File: src/rtl/mult_rr_scheduler.sv
// rtl/mult_rr_scheduler.sv - round-robin scheduler sharing one shift-add multiplier across four channels
// Each job is granted, multiplied in WIDTH iterations, then steered into its channel's result slot.
module mult_rr_scheduler #(
  parameter int WIDTH = 8
) (
  input  logic                 clk,
  input  logic                 rst_n,
  input  logic [3:0]           req,
  input  logic [4*WIDTH-1:0]   a_in,
  input  logic [4*WIDTH-1:0]   b_in,
  output logic [3:0]           gnt,
  output logic [3:0]           done,
  output logic [8*WIDTH-1:0]   res_out,
  output logic                 busy
);

  localparam int CW = $clog2(WIDTH + 1);
  localparam logic [CW-1:0] LAST = CW'(WIDTH - 1);

  typedef enum logic [1:0] {S_IDLE, S_COMPUTE, S_DONE} state_t;

  state_t               state;
  logic [1:0]           ptr;
  logic [1:0]           chan;
  logic [1:0]           win;
  logic [CW-1:0]        cnt;
  logic [2*WIDTH-1:0]   acc;
  logic [2*WIDTH-1:0]   mcand;
  logic [2*WIDTH-1:0]   acc_next;
  logic [WIDTH-1:0]     mplr;

  // Scan downward so the closest set bit at or after ptr is the last assignment.
  always_comb begin
    win = ptr;
    for (int k = 3; k >= 0; k--) begin
      if (req[ptr + 2'(k)]) win = ptr + 2'(k);
    end
  end

  assign acc_next = mplr[0] ? acc + mcand : acc;

  always_ff @(posedge clk or negedge rst_n) begin
    if (!rst_n) begin
      state   <= S_IDLE;
      ptr     <= '0;
      chan    <= '0;
      cnt     <= '0;
      acc     <= '0;
      mcand   <= '0;
      mplr    <= '0;
      gnt     <= '0;
      done    <= '0;
      res_out <= '0;
      busy    <= 1'b0;
    end else begin
      gnt  <= '0;
      done <= '0;
      case (state)
        S_IDLE: begin
          if (|req) begin
            chan  <= win;
            mcand <= {{WIDTH{1'b0}}, a_in[win*WIDTH +: WIDTH]};
            mplr  <= b_in[win*WIDTH +: WIDTH];
            acc   <= '0;
            cnt   <= '0;
            gnt   <= 4'b0001 << win;
            busy  <= 1'b1;
            state <= S_COMPUTE;
          end
        end
        S_COMPUTE: begin
          acc   <= acc_next;
          mcand <= mcand << 1;
          mplr  <= mplr >> 1;
          cnt   <= cnt + CW'(1);
          if (cnt == LAST) begin
            res_out[chan*2*WIDTH +: 2*WIDTH] <= acc_next;
            done  <= 4'b0001 << chan;
            ptr   <= chan + 2'd1;
            state <= S_DONE;
          end
        end
        S_DONE: begin
          busy  <= 1'b0;
          state <= S_IDLE;
        end
        default: state <= S_IDLE;
      endcase
    end
  end

endmodule

File: config.mk
export PLATFORM = sky130hd
export DESIGN_NAME = mult_rr_scheduler
export DESIGN_NICKNAME = d
export VERILOG_FILES = /design/src/rtl/mult_rr_scheduler.sv
export SDC_FILE = /design/constraint.sdc
export NUM_CORES = 1
export LEC_CHECK = 0
export BUFFER_PORTS_ARGS = -buffer_cell sky130_fd_sc_hd__buf_2
export CELL_PAD_IN_SITES_DETAIL_PLACEMENT = 0
export CELL_PAD_IN_SITES_GLOBAL_PLACEMENT = 1
export CORE_ASPECT_RATIO = 0.6
export CORE_MARGIN = 2
export CORE_UTILIZATION = 38
export CTS_CLUSTER_SIZE = 24
export DETAILED_ROUTE_END_ITERATION = 6
export PLACE_DENSITY = 0.8
export SYNTH_ARGS = -nofsm -noshare
export SYNTH_HDL_FRONTEND = slang
export SYNTH_SLANG_ARGS = --single-unit
File: constraint.sdc
create_clock -name clk -period 2.73 [get_ports clk]
set_clock_uncertainty 0.2 [all_clocks]
set_input_delay 0.4095 -clock clk [delete_from_list [all_inputs] [get_ports clk]]
set_output_delay 0.4095 -clock clk [all_outputs]
set_load 0.02 [all_outputs]
==> impl_metrics.py, run 1 <==
metrics = {
    "worst_hold_path": {
        "hold_depth": 3,
        "holdCritStartpoint": "req[1]",
        "hold_class": "input port to flop",
        "holdPathEnd": "gnt[2]",
    },
    "setup_path": {
        "rr_endpoint": "res_out[31]",
        "crit_path_cell_trace": "ha_1, a21oi_2, o21ai_2, a221oi_2, buf_4, a211oi_4, or4_1, nand3_1",
        "required_ns": 2.89,
        "cp_max_fo": 9,
        "rrSetupSlack_ns": 0.14,
        "setup.worst_path.start_class": "flop",
        "path_class": "flop to flop",
        "end_kind": "flop",
        "max_stage_delay_ns": 0.53,
        "arrival_ns": 2.75,
        "reg2reg_depth": 8,
        "cpMaxStageDelayCell": "or4_1",
        "r2r-start": "acc[10]",
    },
    "synthesis": {
        "avgSynthCellArea_um2": 10.51,
        "syn_area_um2": 6451,
        "ys_seq_area_frac": 0.4771,
        "syn_nets": 706,
        "synthesis.instances": 614,
        "ys.warnings.count": 0,
        "synthArstFlopShare": 1.000,
        "synth_seq_cells": 123,
        "synth_cell_types": 67,
        "synth_ff_type": "dfrtp_1",
        "synth_edf_count": 0,
    },
    "layout": {
        "register_area_um2": 3078,
        "final_common_cell": "buf_2",
        "multi_input_area_um2": 3259,
        "final_cells": 1040,
        "antennaDiodeCount": 0,
        "fillers": 1507,
        "layout-drive-gt1-share": 0.3608,
        "fin_nets": 892,
        "finalInstanceArea_um2": 8429,
        "syn_to_final_growth_pct": 30.66,
        "fin_util": 0.5127,
        "layout_common_cells": "buf_2 (141), dfrtp_1 (123), o21ai_0 (68), nand2_1 (65), buf_4 (60)",
    },
    "floorplanning": {
        "ios": 143,
        "fp.dieArea_um2": 18070,
        "die_y_um": 104.9,
        "die_w_um": 172.2,
        "num_rows": 36,
        "placeableCoreArea_um2": 16440,
        "start_util": 0.3924,
    },
    "pwr": {
        "pwr-share-clk": 0.241,
        "p_int_mw": 5.236,
        "p_sw_mw": 3.687,
        "sw_frac_of_total": 0.4132,
        "ir_worst_vdd_v": 0.0005004,
        "power.leakage_nw": 4.195,
        "powerDensity_nw_per_um2": 1059,
        "pwr-share-seq": 0.298,
        "totalPowerFinal_mw": 8.923,
        "comb_power_share": 0.461,
    },
    "detailed_routing": {
        "first_pass_iters": 7,
        "postRouteAntennaNets": 0,
        "route.detailed.wl_per_inst_um": 18.32,
        "drt_iter0_drc": 407,
        "routed-via-count": 5681,
        "wirelength_mm": 19.05,
        "drc": 0,
        "avgViaCountPerCell": 5.463,
    },
    "global_route": {
        "grt_pass1_vias": 5548,
        "grt_max_degree": 44,
        "grt_pass1_wl_mm": 30.23,
        "grt_overflow_total": 0,
        "grt_usage": 0.2174,
        "antenna_found_initial": 0,
    },
    "placement": {
        "port_buffers": 142,
        "placed_area_um2": 7759,
        "dp_slack_ns": -0.1884,
        "gp_congestion": 0.9037,
        "dp_cells": 1006,
        "dp_hpwl_mm": 14.45,
    },
    "clock_network": {
        "clkSinkCount": 123,
        "clk_pin_slew_worst_paths_ns": 0.06,
        "tritoncts": "built",
        "htreeDepth": 4,
        "cts_made_buffers": 17,
        "clkLatencyLatePin_ns": 0.42,
        "cts_buffer_depth": 2,
        "root_buffer": "clkbuf_16",
    },
    "sta": {
        "slew_headroom": 0.4609,
        "tightest_slew_ns": 0.7862,
        "rsz0062_at_grt": "false",
        "finalWorstSetupSlack_ns": 0.1354,
        "clock.fmax_mhz": 385.4,
        "finalCritPeriodShare": 0.9504,
        "hold_viol_final": 0,
        "setup_viol": 0,
        "finalCriticalPeriod_ns": 2.595,
        "slew_violations": 0,
    },
    "run": {
        "drv_cap": 0,
    },
    "outcome": {
        "status": "completed",
    },
}
## final cells by class
type	instances	area share
inverter	11	0.004898
tap	228	0.03384
clock buffer	18	0.05210
timing repair buffer	204	0.1431
multi-input combinational	443	0.3867
clock inverter	13	0.01425
sequential	123	0.3651
## worst max path at each step
stage,from,end,slack [ns],cells after the start
6_report,acc[10],res_out[31],0.14,8
5_1_grt,mcand[2],res_out[63],0.02,7
4_1_cts,acc[0],res_out[8],0.02,9
3_5_place_dp,acc[0],res_out[40],-0.19,7
3_3_place_gp,acc[0],res_out[8],-0.005,7
2_1_floorplan,acc[0],acc[14],0.13,8
## timing repair
action,CTS,global route
hold buffers,1,0
hold endpoints to repair,38,0
resized for setup,3,16
pin swaps,0,5
buffers inserted,0,2
setup endpoints to repair,11,30
## layer usage
metal | vias to the layer above | track usage | wire (µm)
met4 | 0 | 0.06543 | 265
met3 | 22 | 0.04356 | 1069
li1 | 2661 | - | -
met2 | 181 | 0.3087 | 8148
met5 | - | 0 | 0
met1 | 2817 | 0.3310 | 9567
## cell families (layout without fill, tap and decap cells)
logic type	count (synthesis)	count (layout)	synth area share
AOI/OAI and AO/OA	202	202	0.2159
buffers and inverters	48	246	0.03278
xor gates and xnor gates	8	8	0.01086
adders and majority gates	22	22	0.04383
DFF	123	123	0.4771
and+or+nand+nor	157	157	0.1286
muxes	54	54	0.09096
## cell usage after synthesis, drive strengths merged (4+ instances only)
cell	number	area [µm²]
mux2i	35	350.3
a22o	34	297.8
or3	9	56.30
nand2	67	254.0
clkbuf	23	86.33
a21o	10	76.32
nand3	17	120.1
ha	21	262.8
nand4	7	43.79
o211ai	7	57.55
a22oi	18	135.1
nand2b	5	31.28
xnor2	4	35.03
o21ai	75	379.1
o31ai	6	45.04
xor2	4	35.03
dfrtp	123	3078
and4	4	37.54
buf	14	83.83
a21oi	27	153.9
inv	11	41.29
a211oi	7	75.07
nor2b	4	25.02
mux2	17	191.4
nor3	8	50.05
nor2	20	75.07
## metrics by stage
| stage | TNS [ns] | hold WS [ns] |
|---|---|---|
| after global routing | 0 | 0.1913 |
| after CTS | 0 | 0.1690 |
| after detailed placement | -0.9026 | 0.2233 |
| after global placement | -0.02459 | 0.2030 |
| final | 0 | 0.1849 |
| after floorplan | 0 | -0.08609 |
## critical path, delay by kind of cell, from the launching register on
family,cells,cell delay (ns)
AO/OA/AOI/OAI,4,0.71
buffers and inverters,1,0.18
AND/OR/NAND/NOR,2,0.63
adder cells (fa/ha/maj),1,0.42
flip-flops,1,0.39
## sequential cells by signal (all words and copies together), names as in the netlist
| signal | flops |
|---|---|
| mplr | 8 |
| acc | 16 |
| res_out | 64 |
| mcand | 16 |
| chan | 2 |
| done | 4 |
| ptr | 2 |
| cnt | 4 |
| gnt | 4 |
| busy | 1 |
| state | 2 |
## power by group through the flow
stage               sequential [mW]  clock, mW  combinational, mW
finish                         2.66       2.15               4.12
global placement               2.65          0               3.91
CTS                            2.65       2.18               4.03
floorplan                      2.78          0               2.35
global route                   2.72       2.28               4.48
detailed placement             2.68          0               4.00
Power figures use the tool's default switching activity.
==> run 2: changes to the inputs <==
--- a/config.mk
+++ b/config.mk
@@ -8,7 +8,7 @@
 export BUFFER_PORTS_ARGS = -buffer_cell sky130_fd_sc_hd__buf_2
 export CELL_PAD_IN_SITES_DETAIL_PLACEMENT = 0
 export CELL_PAD_IN_SITES_GLOBAL_PLACEMENT = 1
-export CORE_ASPECT_RATIO = 0.6
+export CORE_ASPECT_RATIO = 0.75
 export CORE_MARGIN = 2
 export CORE_UTILIZATION = 38
 export CTS_CLUSTER_SIZE = 24
==> impl_metrics.py, run 2 (synthesis results as in run 1) <==
metrics = {
    "outcome": {
        "status": "completed",
    },
    "run": {
        "drv_cap": 0,
    },
    "detailed_routing": {
        "postRouteAntennaNets": 0,
        "first_pass_iters": 5,
        "drt_iter0_drc": 294,
        "wirelength_mm": 18.06,
        "routed-via-count": 5459,
        "drc": 0,
        "avgViaCountPerCell": 5.378,
        "route.detailed.wl_per_inst_um": 17.79,
    },
    "clock_network": {
        "cts_made_buffers": 17,
        "clk_pin_slew_worst_paths_ns": 0.06,
        "tritoncts": "built",
        "clkLatencyLatePin_ns": 0.42,
        "clkSinkCount": 123,
        "htreeDepth": 4,
        "post_cts_buffers": 0,
        "root_buffer": "clkbuf_16",
        "cts_buffer_depth": 2,
    },
    "floorplanning": {
        "start_util": 0.3858,
        "placeableCoreArea_um2": 16720,
        "fp.dieArea_um2": 18050,
        "die_y_um": 116.8,
        "num_rows": 41,
        "ios": 143,
        "die_w_um": 154.5,
    },
    "pwr": {
        "ir_worst_vdd_v": 0.0004226,
        "comb_power_share": 0.427,
        "pwr-share-clk": 0.273,
        "p_sw_mw": 3.478,
        "powerDensity_nw_per_um2": 1055,
        "sw_frac_of_total": 0.3945,
        "pwr-share-seq": 0.301,
        "p_int_mw": 5.338,
        "power.leakage_nw": 4.152,
    },
    "placement": {
        "port_buffers": 142,
        "dp_hpwl_mm": 13.44,
        "gp_congestion": 0.9016,
    },
    "sta": {
        "slew_violations": 0,
        "finalCriticalPeriod_ns": 2.601,
        "fin_tns_setup_ns": 0,
        "clock.fmax_mhz": 384.4,
        "finalCritPeriodShare": 0.9528,
        "rsz0062_at_grt": "true",
        "tightest_slew_ns": 0.8465,
        "setup_viol": 0,
        "fin_worst_hold_slack_ns": 0.1520,
        "slew_headroom": 0.4297,
        "hold_viol_final": 0,
    },
    "layout": {
        "fillers": 1523,
        "layout-drive-gt1-share": 0.3425,
        "layout_common_cells": "buf_2 (141), dfrtp_1 (123), o21ai_0 (68), nand2_1 (65), buf_4 (47)",
        "largest_register_ffs": 64,
        "final_common_cell": "buf_2",
        "antennaDiodeCount": 0,
        "syn_to_final_growth_pct": 29.48,
        "reg.largest.list": "res_out (64), acc (16), mcand (16)",
        "fin_nets": 879,
        "multi_input_area_um2": 3233,
        "register_area_um2": 3078,
        "top_register": "res_out",
    },
    "setup_path": {
        "r2r-start": "mcand[2]",
        "startpoint": "mcand[2]",
        "end_kind": "flop",
        "path_class": "flop to flop",
        "required_ns": 2.89,
        "cp_max_fo": 5,
        "arrival_ns": 2.76,
        "setup.worst_path.start_class": "flop",
    },
    "global_route": {
        "grt_usage": 0.2003,
        "grt_pass1_wl_mm": 28.05,
        "grt_max_degree": 46,
        "grt_pass1_vias": 5244,
        "antenna_found_initial": 0,
        "grt_overflow_total": 0,
    },
    "worst_hold_path": {
        "hold_class": "input port to flop",
        "holdCritStartpoint": "req[1]",
    },
}
[run 2: changes by cell type in the layout (fill, tap and decap cells not counted), sizes merged]
cell	delta
bufinv	+3
clkinv	-1
buf	-13
clkinvlp	-1
[run 2: through the flow]
| stage | area [µm²] | cells | setup slack [ns] | util | total power, mW |
|---|---|---|---|---|---|
| floorplan | 6451 | 614 | 0.1278 | - | 5.128 |
| global route | 8353 | 1015 | -0.00008593 | 0.4995 | 9.385 |
| global placement | 7660 | 982 | -0.03245 | 0.4580 | 6.294 |
| finish | 8353 | 1015 | 0.1288 | 0.4995 | 8.816 |
| CTS | 8304 | 1015 | 0.01835 | 0.4966 | 8.827 |
| detailed placement | 7660 | 982 | -0.04065 | 0.4580 | 6.386 |
[run 2: cell type report]
cell class / count / area share
multi-input cells: 443 / 0.3871
flip-flops and latches: 123 / 0.3685
repair buffers: 191 / 0.1327
clock buffers: 18 / 0.05138
well taps: 215 / 0.03220
clock inverters: 14 / 0.02322
inverters: 11 / 0.004943
[run 2: what timing repair did]
item                                    4_1_cts  5_1_grt
pin swaps                                     0        3
endpoints found under the hold margin        39        0
resized for setup                             2       10
hold buffers                                  1        0
endpoints found under the setup margin        8       28
[run 2: final timing paths]
kind / depth (start not counted) / slack, ns / end
max: 7 / 0.13 / res_out[43]
min: 3 / 0.15 / gnt[2]
max reg2reg: 7 / 0.13 / res_out[43]
min reg2reg: 2 / 0.28 / res_out[48]
max in group asynchronous: 3 / 1.36 / state[0]
min in group asynchronous: 2 / 0.33 / done[3]
[run 2: critical path, cell delays in order, from the launching register on]
cell and delay, ns:
dfrtp_1 0.40, ha_1 0.40, nand3_2 0.14, a211oi_4 0.32, o21ba_2 0.27, mux2_2 0.34
o21ai_1 0.25, a22o_1 0.21
[run 2: power by group through the flow]
stage | sequential (mW) | clock, mW | combinational, mW
2_1_floorplan | 2.78 | 0 | 2.35
3_3_place_gp | 2.65 | 0 | 3.64
3_5_place_dp | 2.68 | 0 | 3.71
4_1_cts | 2.65 | 2.44 | 3.74
5_1_grt | 2.71 | 2.51 | 4.17
6_report | 2.65 | 2.41 | 3.76
[run 2: per-layer routing]
layer | part of all wire | track usage | vias to the layer above
met5 | 0 | 0 | -
li1 | - | - | 2629
met3 | 0.055 | 0.03608 | 14
met4 | 0.011 | 0.06914 | 0
met1 | 0.48 | 0.2839 | 2669
met2 | 0.46 | 0.3134 | 147
